`src/rtl/input_debounce_pulse_pkg.sv`:
```
// Shared types and defaults for the input debounce / pulse conditioner.
//   state_t         : debounce FSM encoding (LOW/RISE_CHK/HIGH/FALL_CHK)
//   DEF_SYNC_STAGES : default synchroniser depth
//   DEF_DB_CYCLES   : default number of stable samples to accept a change
package debounce_pkg;

  typedef enum logic [1:0] {
    LOW      = 2'b00,
    RISE_CHK = 2'b01,
    HIGH     = 2'b10,
    FALL_CHK = 2'b11
  } state_t;

  localparam int DEF_SYNC_STAGES = 2;
  localparam int DEF_DB_CYCLES   = 4;

endpackage

```
`src/rtl/input_debounce_pulse_if.sv`:
```
// Signal bundle between the debounce conditioner and its user.
//   raw_in    : asynchronous raw input (may bounce)
//   en        : pulse enable, gates pulse_out only
//   pulse_out : one-cycle strobe per accepted rising edge
//   level_out : debounced stable level
// slave modport is the conditioner side, master is the user side.
interface input_debounce_pulse_if;

  logic raw_in;
  logic en;
  logic pulse_out;
  logic level_out;

  modport slave (
    input  raw_in,
    input  en,
    output pulse_out,
    output level_out
  );

  modport master (
    output raw_in,
    output en,
    input  pulse_out,
    input  level_out
  );

endinterface

```
`src/rtl/input_debounce_pulse_sync.sv`:
```
// Plain flop chain synchroniser for one asynchronous bit.
//   clk   : sampling clock
//   rst_n : asynchronous active-low reset, clears every stage
//   d     : asynchronous input
//   q     : synchronised output (last stage)
// Nothing sits between stages so the tool can place them as a sync cell.
module sync_chain #(
  parameter int STAGES = 2
) (
  input  logic clk,
  input  logic rst_n,
  input  logic d,
  output logic q
);

  logic [STAGES-1:0] ff;

  always_ff @(posedge clk or negedge rst_n) begin
    if (!rst_n) begin
      ff <= '0;
    end else begin
      ff <= {ff[STAGES-2:0], d};
    end
  end

  assign q = ff[STAGES-1];

endmodule

```
`src/rtl/input_debounce_pulse.sv`:
```
// Synchronise, debounce and edge-detect a raw input.
//   clk   : system clock, rising edge
//   rst_n : asynchronous active-low reset
//   dbi   : slave side of input_debounce_pulse_if
//           (raw_in, en in; pulse_out, level_out out)
// One accepted rising edge yields exactly one single-cycle pulse_out,
// coincident with the first cycle level_out reads 1.
//
//   state    | meaning
//   ---------+-----------------------------------------------
//   LOW      | stable low, waiting for a 1 sample
//   RISE_CHK | counting consecutive 1 samples towards HIGH
//   HIGH     | stable high, waiting for a 0 sample
//   FALL_CHK | counting consecutive 0 samples towards LOW
module input_debounce_pulse
  import debounce_pkg::*;
#(
  parameter  int SYNC_STAGES = DEF_SYNC_STAGES,
  parameter  int DB_CYCLES   = DEF_DB_CYCLES,
  localparam int CNT_W       = $clog2(DB_CYCLES)
) (
  input logic                   clk,
  input logic                   rst_n,
  input_debounce_pulse_if.slave dbi
);

  localparam logic [CNT_W-1:0] CNT_LAST = CNT_W'(DB_CYCLES - 1);
  localparam logic [CNT_W-1:0] CNT_ONE  = CNT_W'(1);

  logic             s;
  state_t           state;
  state_t           state_nxt;
  logic [CNT_W-1:0] cnt;
  logic [CNT_W-1:0] cnt_nxt;
  logic             cnt_last;
  logic             rise_accept;
  logic             pulse_q;

  sync_chain #(
    .STAGES(SYNC_STAGES)
  ) u_sync (
    .clk  (clk),
    .rst_n(rst_n),
    .d    (dbi.raw_in),
    .q    (s)
  );

  assign cnt_last = (cnt == CNT_LAST);

  // The LOW/HIGH entry sample already counts as the first of DB_CYCLES,
  // which is why the check states are entered with cnt = 1.
  always_comb begin
    state_nxt = state;
    cnt_nxt   = '0;
    case (state)
      LOW: begin
        if (s) begin
          state_nxt = RISE_CHK;
          cnt_nxt   = CNT_ONE;
        end
      end
      RISE_CHK: begin
        if (!s) begin
          state_nxt = LOW;
        end else if (cnt_last) begin
          state_nxt = HIGH;
        end else begin
          cnt_nxt = cnt + CNT_ONE;
        end
      end
      HIGH: begin
        if (!s) begin
          state_nxt = FALL_CHK;
          cnt_nxt   = CNT_ONE;
        end
      end
      FALL_CHK: begin
        if (s) begin
          state_nxt = HIGH;
        end else if (cnt_last) begin
          state_nxt = LOW;
        end else begin
          cnt_nxt = cnt + CNT_ONE;
        end
      end
      default: begin
        state_nxt = LOW;
      end
    endcase
  end

  // Pulse is decided on the RISE_CHK->HIGH edge only, so en rising while
  // already HIGH can never produce a late pulse.
  assign rise_accept = (state == RISE_CHK) && s && cnt_last;

  always_ff @(posedge clk or negedge rst_n) begin
    if (!rst_n) begin
      state   <= LOW;
      cnt     <= '0;
      pulse_q <= 1'b0;
    end else begin
      state   <= state_nxt;
      cnt     <= cnt_nxt;
      pulse_q <= rise_accept && dbi.en;
    end
  end

  assign dbi.pulse_out = pulse_q;
  assign dbi.level_out = (state == HIGH) || (state == FALL_CHK);

endmodule

```
`src/flat_wrapper.sv`:
```
// flat-port wrapper written by rule: the top's interface ports become plain ports
module input_debounce_pulse_flat import debounce_pkg::*;
#(
  parameter  int SYNC_STAGES = DEF_SYNC_STAGES,
  parameter  int DB_CYCLES   = DEF_DB_CYCLES,
  localparam int CNT_W       = $clog2(DB_CYCLES)
)
  (clk, rst_n, dbi_raw_in, dbi_en, dbi_pulse_out, dbi_level_out);
  input_debounce_pulse_if dbi_i ();
  input logic clk;
  input logic rst_n;
  input wire logic [$bits(dbi_i.raw_in)-1:0] dbi_raw_in;
  input wire logic [$bits(dbi_i.en)-1:0] dbi_en;
  output wire logic [$bits(dbi_i.pulse_out)-1:0] dbi_pulse_out;
  output wire logic [$bits(dbi_i.level_out)-1:0] dbi_level_out;
  assign dbi_i.raw_in = dbi_raw_in;
  assign dbi_i.en = dbi_en;
  assign dbi_pulse_out = dbi_i.pulse_out;
  assign dbi_level_out = dbi_i.level_out;
  input_debounce_pulse #(.SYNC_STAGES(SYNC_STAGES), .DB_CYCLES(DB_CYCLES)) u_core (.clk(clk), .rst_n(rst_n), .dbi(dbi_i));
endmodule
```
`config.mk`:
```
export PLATFORM = sky130hd
export DESIGN_NAME = input_debounce_pulse_flat
export DESIGN_NICKNAME = d
export VERILOG_FILES = /design/src/rtl/input_debounce_pulse_pkg.sv /design/src/rtl/input_debounce_pulse_if.sv /design/src/rtl/input_debounce_pulse_sync.sv /design/src/rtl/input_debounce_pulse.sv /design/src/flat_wrapper.sv
export SDC_FILE = /design/constraint.sdc
export NUM_CORES = 1
export LEC_CHECK = 0
export ABC_AREA = 1
export ABC_CLOCK_PERIOD_IN_PS = 1160
export CORE_AREA = 2 2 39 41
export DETAILED_ROUTE_END_ITERATION = 12
export DIE_AREA = 0 0 41 43
export PLACE_DENSITY = 0.45
export SLEW_MARGIN = 20
export SYNTH_ARGS = -nofsm -noshare
export SYNTH_HDL_FRONTEND = slang
export SYNTH_SLANG_ARGS = --single-unit
export TNS_END_PERCENT = 10
```
`constraint.sdc`:
```
create_clock -name clk -period 1.16 [get_ports clk]
set_clock_uncertainty 0.15 [all_clocks]
set_input_delay 0.116 -clock clk [delete_from_list [all_inputs] [get_ports clk]]
set_output_delay 0.116 -clock clk [all_outputs]
set_load 0.1 [all_outputs]
```
======== Yosys cells after proc, flatten, opt, wreduce, memory -nomap -nowiden ========
Cells that the tools add are included.
word-level totals
  register bits after elaboration ......... 7
  bits of input ports ..................... 4
  output and inout port bits .............. 2
  logic and storage cells ................. 32
cells by class
  add/sub/neg operators ................... 1
  eq/ne operators ......................... 8
  mux-type cells .......................... 13
  reductions and logical operators ........ 6
operator list
  cell                                                              number
  2-bit 2-to-1 mux                                                  9
  2-bit case mux with 4 select lines                                2
  2-bit == test (second input constant)                             3
  3-bit by 2-bit != test with 1-bit output (second input constant)  2
  2-bit != test (second input constant)                             2
  4-bit AND reduction                                               1
  1-bit logical AND                                                 3
  2-bit by 1-bit adder with 2-bit output (second input constant)    1
  2-bit by 1-bit == test with 1-bit output (second input constant)  1
  2-bit zero test                                                   1
  1-bit 2-to-1 mux                                                  2
  1-bit logical OR                                                  1

======== Depth between registers and ports, before layout ========
Gate-level depths: netlist (run 1).
  depth after elaboration ................. 4
  mapped depth ............................ 4
  gate-level depth less buffers ........... 4

======== Cells and area by module ========
From an unflattened synthesis (run 1), not the netlist that was laid out.
second synthesis, totals
  cell total of the unflattened synthesis .. 28
  area, all modules ....................... 277.8 um2
modules (own cells, without submodules)
  module                times used  cells an instance  area an instance (um2)
  input_debounce_pulse  1           26                 227.7
  sync_chain            1           2                  50.0

======== Least setup slack after synthesis (run 1) ========
No wires, ideal clock.
  path type ............................... register to output
  start point ............................. register (tool-made name)
  end point ............................... output port dbi_level_out
  arrival ................................. 1.226 ns
  path slack .............................. -0.332 ns
  cell stages (with the launch flop) ...... 2
  cells stage by stage .................... dfrtp_1 clkbuf_1
RTL lines
  element    RTL line            RTL
  to (decl)  flat_wrapper.sv:15  output wire logic [$bits(dbi_i.level_out)-1:0] dbi_level_out;

==> results of run 1 <==
[stage by stage]
stage | hold WS (ns) | util, %
after floorplan | -0.330 | -
after global placement | 0.185 | 25.2
after detailed placement | 0.201 | 25.2
after CTS | 0.156 | 27.9
after global routing | 0.172 | 28.1
final | 0.164 | 28.1
[synth_stat cells]
cell	count
nor2_1	4
ha_1	1
o21ai_0	1
nand2_2	2
clkbuf_1	1
nand3_1	1
inv_2	1
inv_1	3
dfrtp_1	7
nand2_1	5
[what timing repair did]
action | CTS | global route
gates resized for setup | 1 | 1
hold buffers | 1 | 0
endpoints found under the hold margin | 7 | 0
buffers inserted | 0 | 0
endpoints found under the setup margin | 1 | 1
cloned | 0 | 0
[metal layers]
layer / track usage, % / wire length, um / share of wire, %
met5: 0 / 0 / 0
met3: 3.14 / 11 / 2.7
met4: 8.00 / 0 / 0
met2: 8.75 / 237 / 58
met1: 6.69 / 163 / 40
[area by class of cell]
cell class,count,area share (%)
clock buffer,4,6.75
inverter,4,3.86
multi-input combinational,14,18.3
sequential,7,45.3
tap,16,5.14
timing repair buffer,6,20.6
[how the worst max path moves through the flow]
stage                                    start  slack [ns]                    endpoint  cells after the start
final                                flip-flop        0.04               dbi_level_out                      1
after global placement           u_core.cnt[0]        0.13             u_core.state[0]                      4
after CTS                            flip-flop        0.03               dbi_level_out                      1
after detailed placement         u_core.cnt[0]        0.06                   flip-flop                      4
after global routing                     rst_n       0.004  asynchronous set/reset pin                      2
after floorplan           u_core.dbi.pulse_out        0.01               dbi_pulse_out                      0
[worst reg2reg max path: stages (launching register included)]
cell     delay (ns)
dfrtp_1        0.38
ha_1           0.21
nand2_2        0.10
nand2_1        0.06
o21ai_0        0.09
[cells by family after synthesis]
kind of cell	synth area share (%)
adders and majority gates	4.76
and+or+nand+nor	19.5
AOI/OAI and AO/OA	1.90
buffers and inverters	7.14
DFF	66.7
[power by group]
group | leakage [uW] | internal [uW] | switching (uW)
Clock | 0.0000150 | 130 | 76.6
Combinational | 0.0000942 | 130 | 212
Sequential | 0.0000856 | 319 | 57.0
[placed cells by master (no fill, tap or decap)]
cell type | Yosys | final
nand2_1 | 5 | 4
inv_2 | 1 | 1
clkbuf_1 | 1 | 1
ha_1 | 1 | 1
dlygate4sd3_1 | 0 | 1
dfrtp_2 | 0 | 1
clkdlybuf4s50_1 | 0 | 3
nor2_1 | 4 | 4
o21ai_0 | 1 | 1
nand2_2 | 2 | 3
inv_1 | 3 | 3
clkbuf_4 | 0 | 3
buf_12 | 0 | 2
nand3_1 | 1 | 1
dfrtp_1 | 7 | 6
==> flow_metrics.py, run 1 <==
metrics = {
    "grt": {
        "antenna_found_initial": 0,
        "overflow": 0,
        "grt_start_max_net_pins": 8,
        "grt_pass1_vias": 182,
        "grt_pass1_wl_um": 717,
        "grtUsageTotal_pct": 6.71,
    },
    "hold_path": {
        "whs_path_depth": 1,
        "min_from": "dbi_raw_in",
        "min_path_type": "input port to flip-flop",
        "worstHoldEndpoint": "u_core.u_sync.ff[0]",
    },
    "cells_and_area": {
        "multi_input_comb_area_um2": 71.3,
        "drive_above_1_share_pct": 28.6,
        "final_cell_area_um2": 389,
        "area_growth_pct": 48.1,
        "n_fill_cell": 147,
        "nets": 41,
        "diodes": 0,
        "stdcell_count": 51,
        "ff_latch_area_um2": 176,
    },
    "place": {
        "portBuffers": 5,
        "placed_area_um2": 349,
        "hpwl_um": 356,
        "place_inst": 46,
        "gp_congestion": 0.643,
        "place_ws_ns": 0.0591,
    },
    "clocking": {
        "clk_path_buf_depth": 2,
        "root_buffer": "clkbuf_4",
        "cts_inserted_buffers": 3,
        "htreeDepth": 1,
        "cts.sinks": 7,
        "clkTransAtPathRegs_ns": 0.05,
        "cts_tree": "done",
        "clock_latency_ns": 0.24,
    },
    "critical_path": {
        "critPathSlowestCell": "dfrtp_2",
        "ff2ff_setup_slack_ns": 0.09,
        "path_class": "flip-flop to output port",
        "critPathCaptureType": "output port",
        "required_ns": 0.89,
        "critPathBufInv": 1,
        "worst_ep_arrival_time_ns": 0.86,
        "cp_max_fo": 4,
        "cp_slowest_stage_delay_ns": 0.44,
        "startpoint_type": "flip-flop",
        "crit_family": "flip-flops",
        "crit_chain": "buf_12",
        "r2r-start": "u_core.cnt[0]",
        "reg2reg_depth": 4,
    },
    "logic_synthesis": {
        "synth.area.top_cells": "dfrtp_1 (67%), nand2_1 (7.1%), nor2_1 (5.7%)",
        "syn-num-nets": 31,
        "ys_types": 10,
        "yosysWarnings": 0,
        "syn_area_um2": 263,
        "ys_seq_elements": 7,
        "synth_area_per_cell_um2": 10.1,
        "synth.largest_area_cell": "dfrtp_1",
        "syn-instance-count": 26,
        "ys_seq_area_share_pct": 66.7,
        "synth_top_area_share_pct": 66.7,
    },
    "floorplan": {
        "ios": 6,
        "die-area_um2": 1760,
        "initial_core_util_pct": 19.0,
        "core_um2": 1380,
        "placementRows": 14,
        "fp.dieW_um": 41,
        "dieHeight_um": 43,
    },
    "routing": {
        "dr.pass1.iters": 1,
        "drc_errors": 0,
        "drt-vias-per-instance": 3.63,
        "vias": 185,
        "drt_iter0_markers": 0,
        "totalWireLength_um": 412,
        "routedWlPerCell_um": 8.08,
        "ant_nets": 0,
    },
    "timing": {
        "worst_pin_slew_ns": 0.307,
        "setup_viol": 0,
        "period_minus_slack_ns": 1.12,
        "hold_viol": 0,
        "slew_headroom_pct": 79.4,
        "rsz0062_at_grt": "no",
        "period_share_pct": 96.7,
        "fin_ws_ns": 0.0384,
        "timing.fmax_mhz": 892,
        "finalSetupTns_ns": 0,
        "drv_slew": 0,
    },
    "power_and_ir_drop": {
        "ir_worst_vdd_v": 0.000715,
        "power.density_nw_per_um2": 2380,
        "leakage_uw": 0.000195,
        "total_power_uw": 924,
    },
    "job": {
        "cap_viol_max_count": 0,
    },
    "outcome": {
        "outcome": "finished clean",
    },
}
(Power assumes the default switching activity.)
==> run 2, diff against run 1 <==
DONT_BUFFER_PORTS = 1   (was unset)
PLACE_DENSITY = 0.4   (was 0.45)
==> run 2 against run 1 <==
Compared with the run above:
- cell area decreased by 3.2%
- final cell count decreased by 2.0%
- first-iteration DRC count unchanged
- combinational power decreased by 5%
- hold slack got worse by 0.13 ns
- via count decreased by 2.7%
==> flow_metrics.py, run 2 (synthesized netlist as in run 1, its figures left out) <==
metrics = {
    "critical_path": {
        "startpoint_type": "flip-flop",
        "path_class": "flip-flop to output port",
        "cp_max_fo": 4,
        "crit_family": "flip-flops",
        "crit_chain": "buf_12",
        "critPathCaptureType": "output port",
        "required_ns": 0.89,
        "critPathBufInv": 1,
        "cp_slowest_stage_delay_ns": 0.44,
        "critPathSlowestCell": "dfrtp_2",
        "reg2reg_depth": 4,
        "crit_cells": 1,
        "worst_ep_arrival_time_ns": 0.87,
    },
    "routing": {
        "ant_nets": 0,
        "vias": 180,
        "dr.pass1.iters": 1,
        "drt_iter0_markers": 0,
        "drt-vias-per-instance": 3.60,
        "drc_errors": 0,
        "routedWlPerCell_um": 7.96,
        "totalWireLength_um": 398,
    },
    "power_and_ir_drop": {
        "total_power_uw": 922,
        "leakage_uw": 0.000191,
        "ir_worst_vdd_v": 0.000777,
        "power.density_nw_per_um2": 2450,
    },
    "timing": {
        "worst_pin_slew_ns": 0.299,
        "drv_slew": 0,
        "hold_viol": 0,
        "rsz0062_at_grt": "yes",
        "setup_viol": 0,
        "slew_headroom_pct": 80.0,
        "period_share_pct": 97.7,
        "whs_ns": 0.0342,
        "timing.fmax_mhz": 882,
        "period_minus_slack_ns": 1.13,
    },
    "clocking": {
        "cts_tree": "done",
        "clk_path_buf_depth": 2,
        "cts.sinks": 7,
        "clkTransAtPathRegs_ns": 0.06,
        "postCtsSetupBuffers": 0,
        "cts_inserted_buffers": 3,
        "clock_latency_ns": 0.25,
        "root_buffer": "clkbuf_4",
        "htreeDepth": 1,
    },
    "cells_and_area": {
        "nets": 40,
        "drive_above_1_share_pct": 26.5,
        "multi_input_comb_area_um2": 68.8,
        "diodes": 0,
        "ff_latch_area_um2": 176,
        "final_cell_mix": "dfrtp_1 (6), nand2_1 (5), nor2_1 (4)",
        "stdcell_count": 50,
        "final_common_cell": "dfrtp_1",
        "post-route-util_pct": 27.2,
        "area_growth_pct": 43.3,
        "n_fill_cell": 140,
    },
    "floorplan": {
        "fp.dieW_um": 41,
        "ios": 6,
        "initial_core_util_pct": 19.0,
        "placementRows": 14,
        "dieHeight_um": 43,
        "die-area_um2": 1760,
        "core_um2": 1380,
    },
    "place": {
        "gp_congestion": 0.660,
        "hpwl_um": 312,
        "portBuffers": 0,
        "place_inst": 43,
    },
    "grt": {
        "antenna_found_initial": 0,
        "grt_pass1_wl_um": 745,
        "grt_pass1_vias": 193,
        "grt_start_max_net_pins": 8,
        "grtUsageTotal_pct": 6.69,
        "overflow": 0,
    },
    "hold_path": {
        "min_path_type": "input port to asynchronous set/reset pin",
    },
    "outcome": {
        "outcome": "finished clean",
    },
    "job": {
        "cap_viol_max_count": 0,
    },
}
-- run 2: cell count changes in the layout (fill, tap and decap cells not counted) --
cell,delta
clkdlybuf4s50_1,-3
dlygate4sd3_1,+2
nand2_1,+1
nand2_2,-1
-- run 2: metal layers --
| layer | GRT usage (%) | routed length, um |
|---|---|---|
| met5 | 0 | 0 |
| met2 | 9.38 | 205 |
| met3 | 6.28 | 11 |
| met4 | 2.00 | 0 |
| met1 | 6.98 | 182 |
-- run 2: final cells by class --
class / instances / area share (%)
well taps: 16 / 5.32
repair buffers: 5 / 18.6
flip-flops and latches: 7 / 46.8
inverters: 4 / 3.99
multi-input cells: 14 / 18.3
clock buffers: 4 / 6.98
-- run 2: repair_timing --
item | CTS | global route
resized for setup | 4 | 0
pin swaps | 0 | 0
hold endpoints to repair | 9 | 0
setup endpoints to repair | 1 | 1
hold buffers | 3 | 0
-- run 2: worst paths after layout --
path                                     start                         end  slack, ns
max                                  flip-flop               dbi_level_out       0.03
min                                      rst_n         u_core.u_sync.ff[1]       0.03
max reg2reg                      u_core.cnt[0]             u_core.state[0]       0.11
min reg2reg                u_core.u_sync.ff[0]         u_core.u_sync.ff[1]       0.19
max in group asynchronous                rst_n  asynchronous set/reset pin       0.58
min in group clk           u_core.u_sync.ff[0]         u_core.u_sync.ff[1]       0.19
-- run 2: per-stage QoR --
step           setup slack (ns)  area (um2)  TNS [ns]
6_report                 0.0266         377         0
5_1_grt                -0.00424         377  -0.00424
2_1_floorplan            0.0107         264         0
3_5_place_dp              0.129         307         0
3_3_place_gp              0.142         307         0
4_1_cts                  0.0125         377         0
-- run 2: where the power goes --
group / switching [uW] / internal [uW] / total [uW]
clock: 87.7 / 131 / 219
sequential: 58.8 / 318 / 377
combinational: 204 / 122 / 325
==> variant 1: new RTL, config.mk and constraints of run 1 <==
Change the package constant `DEF_DB_CYCLES` from 4 to 2.
--- a/src/rtl/input_debounce_pulse_pkg.sv
+++ b/src/rtl/input_debounce_pulse_pkg.sv
@@ -14,3 +14,3 @@
   localparam int DEF_SYNC_STAGES = 2;
-  localparam int DEF_DB_CYCLES   = 4;
+  localparam int DEF_DB_CYCLES   = 2;
 
Function: changed (Yosys sat finds a counterexample within 10 cycles, from zero or initial values and one cycle with rst_n low).
==> variant 1 against run 1 <==
Power fell by 12%; global-route usage fell by 0.82 points; synthesized cell count fell by 27%; routed wire length fell by 21%; area after synthesis fell by 23%; sequential cell count fell by 1; worst setup slack improved by 8.2 ps; final cell count fell by 16%; cell area fell by 17%; largest power group is now combinational cells.
==> variant 1: results (changes against run 1) <==
outcome: "completed"  # unchanged
wl_met2_um: 141  # was 237 um
synth_area_leaders: "dfrtp_1, nand2_1, inv_1"  # was dfrtp_1, nand2_1, nor2_1
grt_pass1_wl_um: 586  # was 717 um
synth_cell_types: 7  # was 10
powerClk_w: 0.000186  # was 0.000207 W
seq_share_pct: 46.9  # was 45.3%
fin_nets: 33  # was 41
non_clock_buffer_area_share_pct: 24.8  # was 20.6%
grt_use_met3_pct: 4.71  # was 3.14%
routedLengthMet1_um: 152  # was 163 um
num_vias: 157  # was 185
final_area_um2: 323  # was 389 um^2
syn_inst: 19  # was 26
synth_fa_ha_area_share_pct: 0  # was 4.76%
grt_use_met1_pct: 7.31  # was 6.69%
period_share_pct: 96.0  # was 96.7%
clkCellAreaFrac_pct: 6.98  # was 6.75%
drtPass1Iterations: 4  # was 1
synth_commonest_cells: "dfrtp_1, nand2_1, inv_1"  # was dfrtp_1, nand2_1, nor2_1
hold_ws_ps: 166  # was 164 ps
rr_worst_depth: 3  # was 4
multi_input_cells: 9  # was 14
power_frac_seq_pct: 37.7  # was 40.6%
p_leak_nw: 0.153  # was 0.195 nW
yosysSeqAreaShare_pct: 74.1  # was 66.7%
max_stage_delay_ps: 430
postPlaceCellArea_um2: 289  # was 349 um^2
grt_pass1_vias: 145  # was 182
place_hpwl_um: 237  # was 356 um
fillCellCount: 144  # was 147
synth_compound_area_share_pct: 7.41  # was 1.90%
drt_iter0_drc: 5  # was 0
slew_headroom_pct: 82.6  # was 79.4%
drive_above_1_share_pct: 22.2  # was 28.6%
post-place-ws_ps: 241  # was 59.1 ps
grt_max_degree: 7  # was 8
swShare_pct: 38.4  # was 37.4%
cts_hold_buf: 1  # unchanged
worstHoldPathType: "input pin to register"  # unchanged
dieWidth_um: 41  # unchanged
n_all_inverters: 3  # was 4
syn_nets: 23  # was 31
dp_cells: 39  # was 46
viasPerCell: 3.65  # was 3.63
vdd_drop_max_v: 0.000790  # was 0.000715 V
multi_input_area_share_pct: 11.6  # was 18.3%
antenna_found_initial: 0  # unchanged
gp_congestion: 0.559  # was 0.643
synth_mux_area_share_pct: 0  # unchanged
power_frac_clock_pct: 22.9  # was 22.4%
grt.met2_usage_pct: 4.69  # was 8.75%
track_usage_pct: 5.88  # was 6.71%
ys_ff_latch: 6  # was 7
wirelength_um: 325  # was 412 um
cts_resized: 0  # was 1
dr_wl_met3_um: 31  # was 11 um
==> variant 1: changes by cell type in the layout (fill, tap and decap cells not counted), sizes merged <==
cell	run 1	this run
nand3	1	0
clkbuf	4	3
dfrtp	7	6
nor2	4	1
nand2	7	5
a21oi	0	2
ha	1	0
inv	4	3
==> variant 1: worst min path at each step <==
| stage | to | depth (start not counted) |
|---|---|---|
| after floorplan | asynchronous set/reset pin | 0 |
| after global placement | u_core.u_sync.ff[1]$_DFF_PN0_ | 0 |
| after detailed placement | u_core.u_sync.ff[1]$_DFF_PN0_ | 0 |
| after CTS | u_core.u_sync.ff[0]$_DFF_PN0_ | 1 |
| after global routing | u_core.u_sync.ff[0]$_DFF_PN0_ | 1 |
| final | u_core.u_sync.ff[0]$_DFF_PN0_ | 1 |
==> variant 1: worst register-to-register path, cell delays in order (launching register included) <==
cell and delay (ps):
dfrtp_2 430, inv_1 60, nand2_1 70, a21oi_1 130
==> variant 2: new RTL, config.mk and constraints of run 1 <==
Made on the original files. Register the output `dbi.level_out`, without a reset; this adds one clock of latency there.
--- a/src/rtl/input_debounce_pulse.sv
+++ b/src/rtl/input_debounce_pulse.sv
@@ -108,3 +108,5 @@
   assign dbi.pulse_out = pulse_q;
-  assign dbi.level_out = (state == HIGH) || (state == FALL_CHK);
+  always_ff @(posedge clk) begin
+    dbi.level_out <= (state == HIGH) || (state == FALL_CHK);
+  end
 
Behaviour: not the same (Yosys sat finds a counterexample within 10 cycles, from zero or initial values and one cycle with rst_n low).
==> variant 2 against run 1 <==
Worst setup slack improved by 30 ps; fmax rose by 2.8%; final cell count rose by 2.0%; routed wire length rose by 5.8%; power rose by 13%; sequential cell count rose by 1; cell area rose by 4.5%; area after synthesis rose by 7.6%.
==> variant 2: results (changes against run 1) <==
top_layer_used: "met4"  # was met3
fin_nets: 42  # was 41
max_stage_delay_ps: 390  # was 440 ps
drtPass1Iterations: 1  # unchanged
hold_path_end: "u_core.u_sync.ff[0]$_DFF_PN0_"  # unchanged
routedLengthMet1_um: 142  # was 163 um
vdd_drop_max_v: 0.000657  # was 0.000715 V
num_vias: 194  # was 185
maxCapViolCount: 0  # unchanged
async_flop_share_pct: 87.5  # was 100%
path_clk_slew_ps: 60
gp_congestion: 0.779  # was 0.643
yosysSeqAreaShare_pct: 69.0  # was 66.7%
timing.rr.start: "u_core.cnt[0]$_DFF_PN0_"  # unchanged
crit_family: "flip-flops"  # unchanged
h-tree-depth: 1  # unchanged
cp_slowest_cell: "dfrtp_1"  # was dfrtp_2
rows: 14  # unchanged
synth_commonest_cells: "dfrtp_1, nand2_1, nor2_1"  # unchanged
internal_power_w: 0.000646  # was 0.000579 W
outcome: "completed"  # unchanged
p_leak_nw: 0.204  # was 0.195 nW
synth_cell_types: 11  # was 10
drt_iter0_drc: 0  # unchanged
grt_pass1_wl_um: 676  # was 717 um
cts_resized: 0  # was 1
wirelength_um: 436  # was 412 um
arrival_ps: 830  # was 860 ps
clkLatencyLatePin_ps: 270  # was 240 ps
rr_worst_depth: 3  # was 4
cp_max_fo: 1  # was 4
place_hpwl_um: 340  # was 356 um
dr_wl_met3_um: 37  # was 11 um
grt_max_degree: 8  # unchanged
track_usage_pct: 7.22  # was 6.71%
drive_above_1_share_pct: 25.0  # was 28.6%
diodes: 0  # unchanged
slew_headroom_pct: 79.2  # was 79.4%
cts_inserted_buffers: 3  # unchanged
syn_nets: 32  # was 31
hold_path_startpoint: "dbi_raw_in"  # unchanged
wl_met2_um: 226  # was 237 um
synth_area_leaders: "dfrtp_1, dfxtp_1, nand2_1"  # was dfrtp_1, nand2_1, nor2_1
port-buffer-count: 5  # unchanged
grt_pass1_vias: 176  # was 182
variant 2: changes by cell type in the layout (fill, tap and decap cells not counted), sizes merged:
cell / run 1 / this run
dfxtp: 0 / 1
variant 2: through the flow:
step,hold WS (ps),cells,util (%),area (um^2),setup WS (ps)
finish,133,52,29.4,407,68.5
detailed placement,194,47,26.8,370,103
floorplan,-330,27,-,284,10.7
CTS,130,52,29.4,407,61.5
global route,148,52,29.4,407,10.5
global placement,191,47,26.8,370,125
variant 2: cells by family (layout without fill, tap and decap cells):
family                   count (synthesis)  count (layout)  share of synthesized area, %
AO/OA/AOI/OAI                            1               1                          1.77
adder cells (fa/ha/maj)                  1               1                          4.42
buffers and inverters                    5              14                          6.63
flip-flops                               8               8                          69.0
AND/OR/NAND/NOR                         12              12                          18.1
variant 2: how the worst max path moves through the flow:
stage / startpoint / end
finish: u_core.dbi.pulse_out$_DFF_PN0_ / dbi_pulse_out
global route: rst_n / u_core.u_sync.ff[1]$_DFF_PN0_
CTS: u_core.dbi.pulse_out$_DFF_PN0_ / dbi_pulse_out
detailed placement: u_core.cnt[0]$_DFF_PN0_ / register
global placement: u_core.cnt[0]$_DFF_PN0_ / register
floorplan: u_core.dbi.pulse_out$_DFF_PN0_ / dbi_pulse_out
variant 2: final cells by class:
| class | count | area (um^2) |
|---|---|---|
| fill | 149 | 977 |
| tap | 16 | 20.0 |
| timing repair buffer | 6 | 80.1 |
| inverter | 4 | 15.0 |
| clock buffer | 4 | 26.3 |
| sequential | 8 | 196 |
| multi-input combinational | 14 | 68.8 |
variant 2: routing by layer:
layer  GRT usage [%]  up-vias
met5               0        -
met1            5.69       86
met3            4.71        3
met4            12.0        0
li1                -       98
met2            8.44        7
variant 2: timing repair:
item | CTS | global route
hold buffers | 1 | 0
endpoints found under the hold margin | 7 | 0
setup buffers | 0 | 0
variant 2: power by group through the flow:
stage | clock network, W | registers, W | logic [W]
after floorplan | 0 | 0.000559 | 0.000122
after CTS | 0.000248 | 0.000434 | 0.000380
after detailed placement | 0 | 0.000439 | 0.000377
after global routing | 0.000260 | 0.000438 | 0.000402
final | 0.000240 | 0.000432 | 0.000375
after global placement | 0 | 0.000434 | 0.000363
